File: src/rtl/oam_dma_arbiter_pkg.sv
// Shared types and constants for the OAM sprite DMA arbiter and its bus mux.
package oam_dma_arbiter_pkg;

  typedef enum logic [2:0] {
    DMA_IDLE  = 3'd0,
    DMA_HALT  = 3'd1,
    DMA_ALIGN = 3'd2,
    DMA_READ  = 3'd3,
    DMA_WRITE = 3'd4
  } dma_state_t;

  localparam logic [15:0] OAM_DMA_TRIG_ADDR = 16'h4014;
  localparam logic [15:0] OAM_PORT_ADDR     = 16'h2004;

  // Any non-idle state owns the bus and stalls the CPU.
  function automatic logic is_dma_state(input dma_state_t s);
    return (s != DMA_IDLE);
  endfunction

endpackage

File: src/rtl/oam_dma_arbiter_if.sv
// CPU-side and memory-side bus signals of the OAM DMA arbiter.
interface oam_dma_arbiter_if;

  logic [15:0] cpu_addr;
  logic        cpu_r_en;
  logic [7:0]  cpu_w_data;
  logic        cpu_stall;
  logic [15:0] mem_addr;
  logic        mem_r_en;
  logic [7:0]  mem_w_data;
  logic [7:0]  mem_r_data;
  logic        dma_active;

  // Environment side: the CPU core plus cpu_memory.
  modport master (
    output cpu_addr, cpu_r_en, cpu_w_data, mem_r_data,
    input  cpu_stall, mem_addr, mem_r_en, mem_w_data, dma_active
  );

  // Arbiter side.
  modport slave (
    input  cpu_addr, cpu_r_en, cpu_w_data, mem_r_data,
    output cpu_stall, mem_addr, mem_r_en, mem_w_data, dma_active
  );

endinterface

File: src/rtl/oam_dma_bus_mux.sv
// Combinational selection of the memory bus between the CPU and the DMA engine.
module oam_dma_bus_mux
  import oam_dma_arbiter_pkg::*;
(
  input  dma_state_t  state,
  input  logic [15:0] cpu_addr,
  input  logic        cpu_r_en,
  input  logic [7:0]  cpu_w_data,
  input  logic [15:0] dma_addr,
  input  logic [7:0]  dma_w_data,
  output logic [15:0] mem_addr,
  output logic        mem_r_en,
  output logic [7:0]  mem_w_data,
  output logic        cpu_stall,
  output logic        dma_active
);

  always_comb begin
    mem_addr   = cpu_addr;
    mem_r_en   = cpu_r_en;
    mem_w_data = cpu_w_data;
    unique case (state)
      // Halt/align cycles keep the CPU address but force a harmless read.
      DMA_HALT, DMA_ALIGN: begin
        mem_r_en = 1'b1;
      end
      DMA_READ: begin
        mem_addr = dma_addr;
        mem_r_en = 1'b1;
      end
      DMA_WRITE: begin
        mem_addr   = dma_addr;
        mem_r_en   = 1'b0;
        mem_w_data = dma_w_data;
      end
      default: begin
      end
    endcase
  end

  assign dma_active = is_dma_state(state);
  assign cpu_stall  = dma_active;

endmodule

File: src/rtl/oam_dma_arbiter.sv
// OAM sprite DMA: a CPU write to TRIG_ADDR stalls the CPU and copies a page to the OAM port.
// Optional macro OAM_DMA_ALIGN_EN adds the parity-dependent ALIGN cycle.
module oam_dma_arbiter
  import oam_dma_arbiter_pkg::*;
#(
  parameter logic [15:0] TRIG_ADDR     = OAM_DMA_TRIG_ADDR,
  parameter logic [15:0] OAM_PORT_ADDR = oam_dma_arbiter_pkg::OAM_PORT_ADDR,
  parameter int unsigned XFER_LEN      = 256
) (
  input  logic             clock,
  input  logic             reset_n,
  input  logic             clock_en,
  oam_dma_arbiter_if.slave bus
);

  localparam logic [7:0] LAST_IDX = 8'(XFER_LEN - 1);

  dma_state_t  state_q, state_d;
  logic [7:0]  page_q,  page_d;
  logic [7:0]  index_q, index_d;
  logic [7:0]  data_q,  data_d;
  logic [15:0] dma_addr;
`ifdef OAM_DMA_ALIGN_EN
  logic        parity_q, parity_d;
`endif

  always_comb begin
    state_d = state_q;
    page_d  = page_q;
    index_d = index_q;
    data_d  = data_q;
`ifdef OAM_DMA_ALIGN_EN
    parity_d = parity_q;
`endif
    if (clock_en) begin
`ifdef OAM_DMA_ALIGN_EN
      parity_d = ~parity_q;
`endif
      unique case (state_q)
        DMA_IDLE: begin
          if (!bus.cpu_r_en && (bus.cpu_addr == TRIG_ADDR)) begin
            page_d  = bus.cpu_w_data;
            index_d = '0;
            state_d = DMA_HALT;
          end
        end
        DMA_HALT: begin
`ifdef OAM_DMA_ALIGN_EN
          // The first READ must land on an even cycle; parity_q=1 means the next one is even.
          state_d = parity_q ? DMA_READ : DMA_ALIGN;
`else
          state_d = DMA_READ;
`endif
        end
`ifdef OAM_DMA_ALIGN_EN
        DMA_ALIGN: begin
          state_d = DMA_READ;
        end
`endif
        DMA_READ: begin
          data_d  = bus.mem_r_data;
          state_d = DMA_WRITE;
        end
        DMA_WRITE: begin
          if (index_q == LAST_IDX) begin
            state_d = DMA_IDLE;
          end else begin
            index_d = index_q + 8'd1;
            state_d = DMA_READ;
          end
        end
        default: begin
          state_d = DMA_IDLE;
        end
      endcase
    end
  end

  always_ff @(posedge clock or negedge reset_n) begin
    if (!reset_n) begin
      state_q <= DMA_IDLE;
      page_q  <= '0;
      index_q <= '0;
      data_q  <= '0;
    end else begin
      state_q <= state_d;
      page_q  <= page_d;
      index_q <= index_d;
      data_q  <= data_d;
    end
  end

`ifdef OAM_DMA_ALIGN_EN
  always_ff @(posedge clock or negedge reset_n) begin
    if (!reset_n) begin
      parity_q <= 1'b0;
    end else begin
      parity_q <= parity_d;
    end
  end
`endif

  // The page byte never changes mid-transfer, so there is no carry out of index.
  assign dma_addr = (state_q == DMA_WRITE) ? OAM_PORT_ADDR : {page_q, index_q};

  oam_dma_bus_mux u_mux (
    .state      (state_q),
    .cpu_addr   (bus.cpu_addr),
    .cpu_r_en   (bus.cpu_r_en),
    .cpu_w_data (bus.cpu_w_data),
    .dma_addr   (dma_addr),
    .dma_w_data (data_q),
    .mem_addr   (bus.mem_addr),
    .mem_r_en   (bus.mem_r_en),
    .mem_w_data (bus.mem_w_data),
    .cpu_stall  (bus.cpu_stall),
    .dma_active (bus.dma_active)
  );

endmodule

File: src/flat_wrapper.sv
// flat-port wrapper written by rule: the top's interface ports become plain ports
module oam_dma_arbiter_flat import oam_dma_arbiter_pkg::*;
#(
  parameter logic [15:0] TRIG_ADDR     = OAM_DMA_TRIG_ADDR,
  parameter logic [15:0] OAM_PORT_ADDR = oam_dma_arbiter_pkg::OAM_PORT_ADDR,
  parameter int unsigned XFER_LEN      = 256
)
  (clock, reset_n, clock_en, bus_cpu_addr, bus_cpu_r_en, bus_cpu_w_data, bus_mem_r_data, bus_cpu_stall, bus_mem_addr, bus_mem_r_en, bus_mem_w_data, bus_dma_active);
  oam_dma_arbiter_if bus_i ();
  input  logic clock;
  input  logic reset_n;
  input  logic clock_en;
  input wire logic [$bits(bus_i.cpu_addr)-1:0] bus_cpu_addr;
  input wire logic [$bits(bus_i.cpu_r_en)-1:0] bus_cpu_r_en;
  input wire logic [$bits(bus_i.cpu_w_data)-1:0] bus_cpu_w_data;
  input wire logic [$bits(bus_i.mem_r_data)-1:0] bus_mem_r_data;
  output wire logic [$bits(bus_i.cpu_stall)-1:0] bus_cpu_stall;
  output wire logic [$bits(bus_i.mem_addr)-1:0] bus_mem_addr;
  output wire logic [$bits(bus_i.mem_r_en)-1:0] bus_mem_r_en;
  output wire logic [$bits(bus_i.mem_w_data)-1:0] bus_mem_w_data;
  output wire logic [$bits(bus_i.dma_active)-1:0] bus_dma_active;
  assign bus_i.cpu_addr = bus_cpu_addr;
  assign bus_i.cpu_r_en = bus_cpu_r_en;
  assign bus_i.cpu_w_data = bus_cpu_w_data;
  assign bus_i.mem_r_data = bus_mem_r_data;
  assign bus_cpu_stall = bus_i.cpu_stall;
  assign bus_mem_addr = bus_i.mem_addr;
  assign bus_mem_r_en = bus_i.mem_r_en;
  assign bus_mem_w_data = bus_i.mem_w_data;
  assign bus_dma_active = bus_i.dma_active;
  oam_dma_arbiter #(.TRIG_ADDR(TRIG_ADDR), .OAM_PORT_ADDR(OAM_PORT_ADDR), .XFER_LEN(XFER_LEN)) u_core (.clock(clock), .reset_n(reset_n), .clock_en(clock_en), .bus(bus_i));
endmodule
File: config.mk
export PLATFORM = sky130hd
export DESIGN_NAME = oam_dma_arbiter_flat
export DESIGN_NICKNAME = d
export VERILOG_FILES = /design/src/rtl/oam_dma_arbiter_pkg.sv /design/src/rtl/oam_dma_arbiter_if.sv /design/src/rtl/oam_dma_bus_mux.sv /design/src/rtl/oam_dma_arbiter.sv /design/src/flat_wrapper.sv
export SDC_FILE = /design/constraint.sdc
export NUM_CORES = 1
export LEC_CHECK = 0
export BUFFER_PORTS_ARGS = -buffer_cell sky130_fd_sc_hd__buf_4
export CAP_MARGIN = 20
export CORE_MARGIN = 4
export CORE_UTILIZATION = 47
export DETAILED_ROUTE_END_ITERATION = 8
export PLACE_DENSITY = 0.76
export SLEW_MARGIN = 20
export SYNTH_ARGS = -nofsm -noshare
export SYNTH_HDL_FRONTEND = slang
export SYNTH_HIERARCHICAL = 1
export SYNTH_SLANG_ARGS = --single-unit
File: constraint.sdc
create_clock -name clock -period 1.8 [get_ports clock]
set_input_delay 0.18 -clock clock [delete_from_list [all_inputs] [get_ports clock]]
set_output_delay 0.18 -clock clock [all_outputs]
set_load 0.03 [all_outputs]
======== After elaboration in Yosys (flattened, before gate mapping) ========
Index checks and enable logic that the tools add are counted.
operators by class
  reduce and logical (&&, ||, !) cells .... 11
  bitwise gates (word level) .............. 0
  divide/modulo/power cells ............... 0
  order comparisons ....................... 0
  add/subtract/negate cells ............... 1
  shifts and indexed selects .............. 0
  mux-type cells .......................... 10
  equal/unequal tests ..................... 8
  $mul .................................... 0
operators with widths
  kind                                                                     number
  16-bit two-way mux                                                       2
  8-bit two-way mux                                                        3
  16-bit by 15-bit == test with 1-bit output, second input constant        1
  8-bit case mux with 2 select lines                                       1
  3-bit case mux with 4 select lines                                       1
  8-bit by 1-bit adder with 8-bit output, second input constant            1
  8-bit == test, second input constant                                     1
  3-bit by 2-bit == test with 1-bit output, second input constant          2
  2-bit AND reduction                                                      2
  4-bit AND reduction                                                      1
  3-bit by 1-bit == test with 1-bit output, second input constant          1
  3-bit == test, second input constant                                     1
  3-bit zero test                                                          1
  3-bit two-way mux                                                        1
  3-bit AND reduction                                                      1
  3-bit nonzero test                                                       1
  3-bit OR reduction                                                       1
  2-bit two-way mux                                                        1
  2-bit by 1-bit inequality test with 1-bit output, second input constant  1
  2-bit inequality test, second input constant                             1
  1-bit case mux with 2 select lines                                       1
  2-bit nonzero test                                                       1
  2-bit OR reduction                                                       1
  1-bit logical AND                                                        1
  1-bit zero test                                                          1
word-level totals
  register bits ........................... 27
  output and inout bits ................... 27
  memories ................................ 0
  word-level logic and storage cells ...... 34
  RAM bits ................................ 0
  latch bits .............................. 0
  bits of input ports ..................... 36
  memory bits (read-only) ................. 0

======== Longest topological paths before layout ========
  word-level depth ........................ 4
  mapped depth ............................ 8
  gate-level depth less buffers ........... 6

======== By module ========
Netlist, hierarchy kept.
modules (own cells, without submodules)
  module           sequential area each (um^2)  cells each  area an instance (um^2)  instances
  oam_dma_arbiter  675.6                        132         1,413.9                  1
  oam_dma_bus_mux  0.0                          93          725.7                    1

======== Least setup slack after synthesis ========
Ideal clock, no wire load.
  path type ............................... register -> output
  from .................................... reg u_core.state_q[0]
  to ...................................... out bus_mem_addr[6]
  path slack .............................. -91 ps
  stages on the path, launching flop included .. 9
  arrival time ............................ 1,711 ps
  data required time ...................... 1,620 ps
  buffers on the path ..................... 2
  cells stage by stage .................... dfrtp_1 > clkbuf_2 > nor2_1 > nand2_1 > clkbuf_1 > and2_1 > nor3b_1 > o21ai_0 > o221a_1
between the ends
  word-level cells in the longest chain between the ends .. 3
  elaborated cells between the ends (all ways) .. 5
  classes of those cells .................. eq/ne: 2; mux: 2; reduce/logical: 1
ends and longest elaborated chain
  what                          line                    source
  from (decl)                   oam_dma_arbiter.sv:18   dma_state_t state_q, state_d;
  from (signal assigned)        oam_dma_arbiter.sv:86   state_q <= state_d;
  3-bit == test                 oam_dma_arbiter.sv:104  assign dma_addr = (state_q == DMA_WRITE) ? OAM_PORT_ADDR : {page_q, index_q};
  16-bit two-way mux            oam_dma_arbiter.sv:104
  named net u_core.dma_addr[6]  oam_dma_arbiter.sv:22   logic [15:0] dma_addr;
  16-bit two-way mux            oam_dma_bus_mux.sv:22   unique case (state)
  to (decl)                     flat_wrapper.sv:18      output wire logic [$bits(bus_i.mem_addr)-1:0] bus_mem_addr;
The timed path passes the listed nets, and every way through them passes these cells.

======== Worst setup path after layout ========
Ends and elaborated chain as after synthesis.

==> reports/summary.txt <==
Max stage delay on crit path - 0.45 ns
Simple-Gate Fraction of Synth Area - 24.7%
R2R Path End - u_core/data_q[5]
Net Sw Frac - 42.4%
Critical Path Sink Type - primary output
Minimum clock period - 1.94 ns
Worst hold margin - 0.138 ns
Max Root-Sink Buffers - 2
Slew HR - 77.3%
Crit path launch - u_core/state_q[0]
Wirelength, routed - 6.75 mm
Yosys top cell by area - dfrtp_1
HPWL Detailed - 4.16 mm
Iteration count of the initial detailed-routing pass - 6
Area grow syn2layout - 53.7%
Top FF cell, synth - dfrtp_1
Worst Reg-to-Reg Cells - 7
Worst path cell trace - nor2_4, nand2_4, and2_4, nor3b_2, o21ai_1, o221a_2, buf_6
Sequential fraction of the synthesis area - 31.6%
Placed cells - 347
Layout cells sized above 1 - 61.6%
I/O pins - 63
FF-to-FF Start - u_core/state_q[1]
Final period util - 108%
GRT Overall Usage - 22.3%
Synth Area in Compound Gates - 21.3%
Multi-input gate area - 1520 µm²
Min-delay worst type - primary input to flop
Register Area - 678 µm²
Synth cell count leaders - dfrtp_1 (27), o21ai_0 (24), mux2_2 (20), nor2_1 (20), nor3b_1 (16)
Nets - 361
CP max FO - 8
Pleak - 0.00152 µW
CTS clk-pin slew, worst paths - 0.09 ns
Top delay family on crit path - simple AND/OR/NAND/NOR gates
Post-synthesis register bit count - 27
Fmax achieved - 516 MHz
Max-slew violation count - 0
Kind of critical path - flop to primary output
Status - finished, violations left
# fillers - 282
Die Y-Extent - 75.5 µm
Starting density of the core - 48.8%
Hold Violations, Final - 0
PD cells - 1010 nW/µm²
Sw Pwr - 1410 µW
H-tree depth - 1
Num CTS Buffers - 3
N_diodes - 0
Clk_skew - 0.00455 ns
Worst setup margin - -0.138 ns
Slew @ Worst Pin - 0.341 ns
Synth Area in XOR/XNOR - 0%
CTS tree - built
Non-Filler Instances - 375
DRC viols - 0
Root Buffer - clkbuf_8
Die X - 75.5 µm
GP Congestion - 0.847
Num rows - 24
Largest net degree at the start of global routing - 28
Vias per cell - 5.94
Port Buf Inserts - 62
Post-synthesis mux area share - 14.3%
Gr ovfl total - 0
Max-Cap Viols - 0
Comb power frac - 63.1%
Max IR drop VDD - 0.756 mV
RSZ-0062 raised after global routing - true
Syn. warnings - 6
Largest family of logic cells by synthesized area - simple AND/OR/NAND/NOR gates
Later-pin clock latency in the skew report - 0.26 ns
Average cell area after synthesis - 9.51 µm²
Number of enable flip-flop cells after synthesis - 0
WP data required - 1.62 ns
Antenna violations before repair - 0
CP bufs+invs - 1
Ys async rst share - 100%
Clk sinks - 27
Critical Path Stages - 7
Die ar. - 5700 µm²
Top-count cell post-synth - dfrtp_1
Reg2Reg Setup Slack - 0.07 ns
Setup-failing EPs final - 24
Failing checks - setup timing
Core Region - 4380 µm²
Post-DRT Antenna Nets - 0
Startpoint types - flop
Synth top area share - 31.6%
Int Pwr - 1920 µW
Vias in the first global route - 2095
Post-synth net total - 262
Clk pwr share - 10.0%
Distinct cells, synth - 47
Mapped Area - 2140 µm²
Worst setup path endpoint - bus_mem_addr[6]
Critical path arrival - 1.76 ns
Adder-cell share of the synthesized area - 0.585%
Sequential share of power - 26.8%
Synth top area cells - dfrtp_1 (32%), mux2_2 (11%), o221a_2 (7.9%), o21ai_0 (5.6%), nor3b_1 (5.6%)
First-pass GRT wire length - 9.94 mm
Drt wl/cell - 18.0 µm
Synth Instances - 225
Via count - 2226
Number of DRC violations after detailed-routing iteration 0 - 137
Worst path slowest cell - dfrtp_1
timing repair:
item,in CTS,in global routing
endpoints found under the setup margin,24,42
setup buffers,14,6
pin swaps,15,15
gates resized for setup,69,26
hold endpoints to repair,27,0
cloned,3,0
hold buffers,1,0
cells by family after synthesis:
logic type	count (synthesis)
multiplexers	26
flip-flops	27
AO/OA/AOI/OAI	63
buffers and inverters	22
adder cells (fa/ha/maj)	1
AND/OR/NAND/NOR	86
power groups by stage:
stage                     clock [µW]  combinational, µW  sequential [µW]
after floorplan                    0               1160              847
after global placement             0               1550              888
after detailed placement           0               1570              898
after CTS                        351               1920              888
after global routing             383               2230              915
final                            334               2110              894
state kept, by name, indices dropped and copies added (netlist names):
name and cells:
u_core/data_q 8, u_core/index_q 8, u_core/page_q 8, u_core/state_q 3
placed cells by master (no fill, tap or decap), types with 5 or more instances in the layout:
master / count
nand2_1: 11
nand3_1: 5
buf_6: 32
o21ai_1: 15
o21ai_0: 10
buf_4: 73
o221a_2: 15
dfrtp_1: 25
a21oi_1: 6
mux2_2: 20
nor3b_2: 13
and2_4: 12
nor2_1: 18
layout make-up:
| cell class | count | area share (%) |
|---|---|---|
| Multi-Input combinational cell | 179 | 46.2 |
| Inverter | 5 | 0.571 |
| Timing Repair Buffer | 108 | 29.1 |
| Clock inverter | 1 | 0.228 |
| Clock buffer | 3 | 1.26 |
| Sequential cell | 27 | 20.6 |
| Tap cell | 52 | 1.98 |
worst min path at each step:
stage	start	to	slack [ns]	cells after the start
after floorplan	reset_n	u_core/data_q[0]	-0.12	0
after global placement	reset_n	u_core/index_q[3]	0.11	1
after detailed placement	reset_n	u_core/index_q[3]	0.11	1
after CTS	bus_mem_r_data[4]	u_core/data_q[4]	0.13	2
after global routing	bus_mem_r_data[3]	u_core/data_q[3]	0.12	2
final	bus_mem_r_data[1]	u_core/data_q[1]	0.14	2
layer usage:
layer	up-vias	GRT usage (%)	part of all wire, %
met5	-	0	0
met2	99	36.0	50
li1	1042	-	-
met4	0	8.93	3.1
met3	20	2.37	5.9
met1	1065	30.6	41
per-stage QoR:
step                util [%]  TNS (ns)  instance area, µm²  total power [µW]  worst slack, ns
floorplan                  -         0                2140              2010          0.00829
global placement        62.0     -1.91                2720              2430           -0.103
detailed placement      62.0     -2.75                2720              2460           -0.158
CTS                     71.3     -1.27                3130              3160          -0.0622
global route            75.0     -3.69                3290              3530           -0.237
finish                  75.0     -2.08                3290              3330           -0.138
No activity file was read; power rests on OpenSTA's default activity.
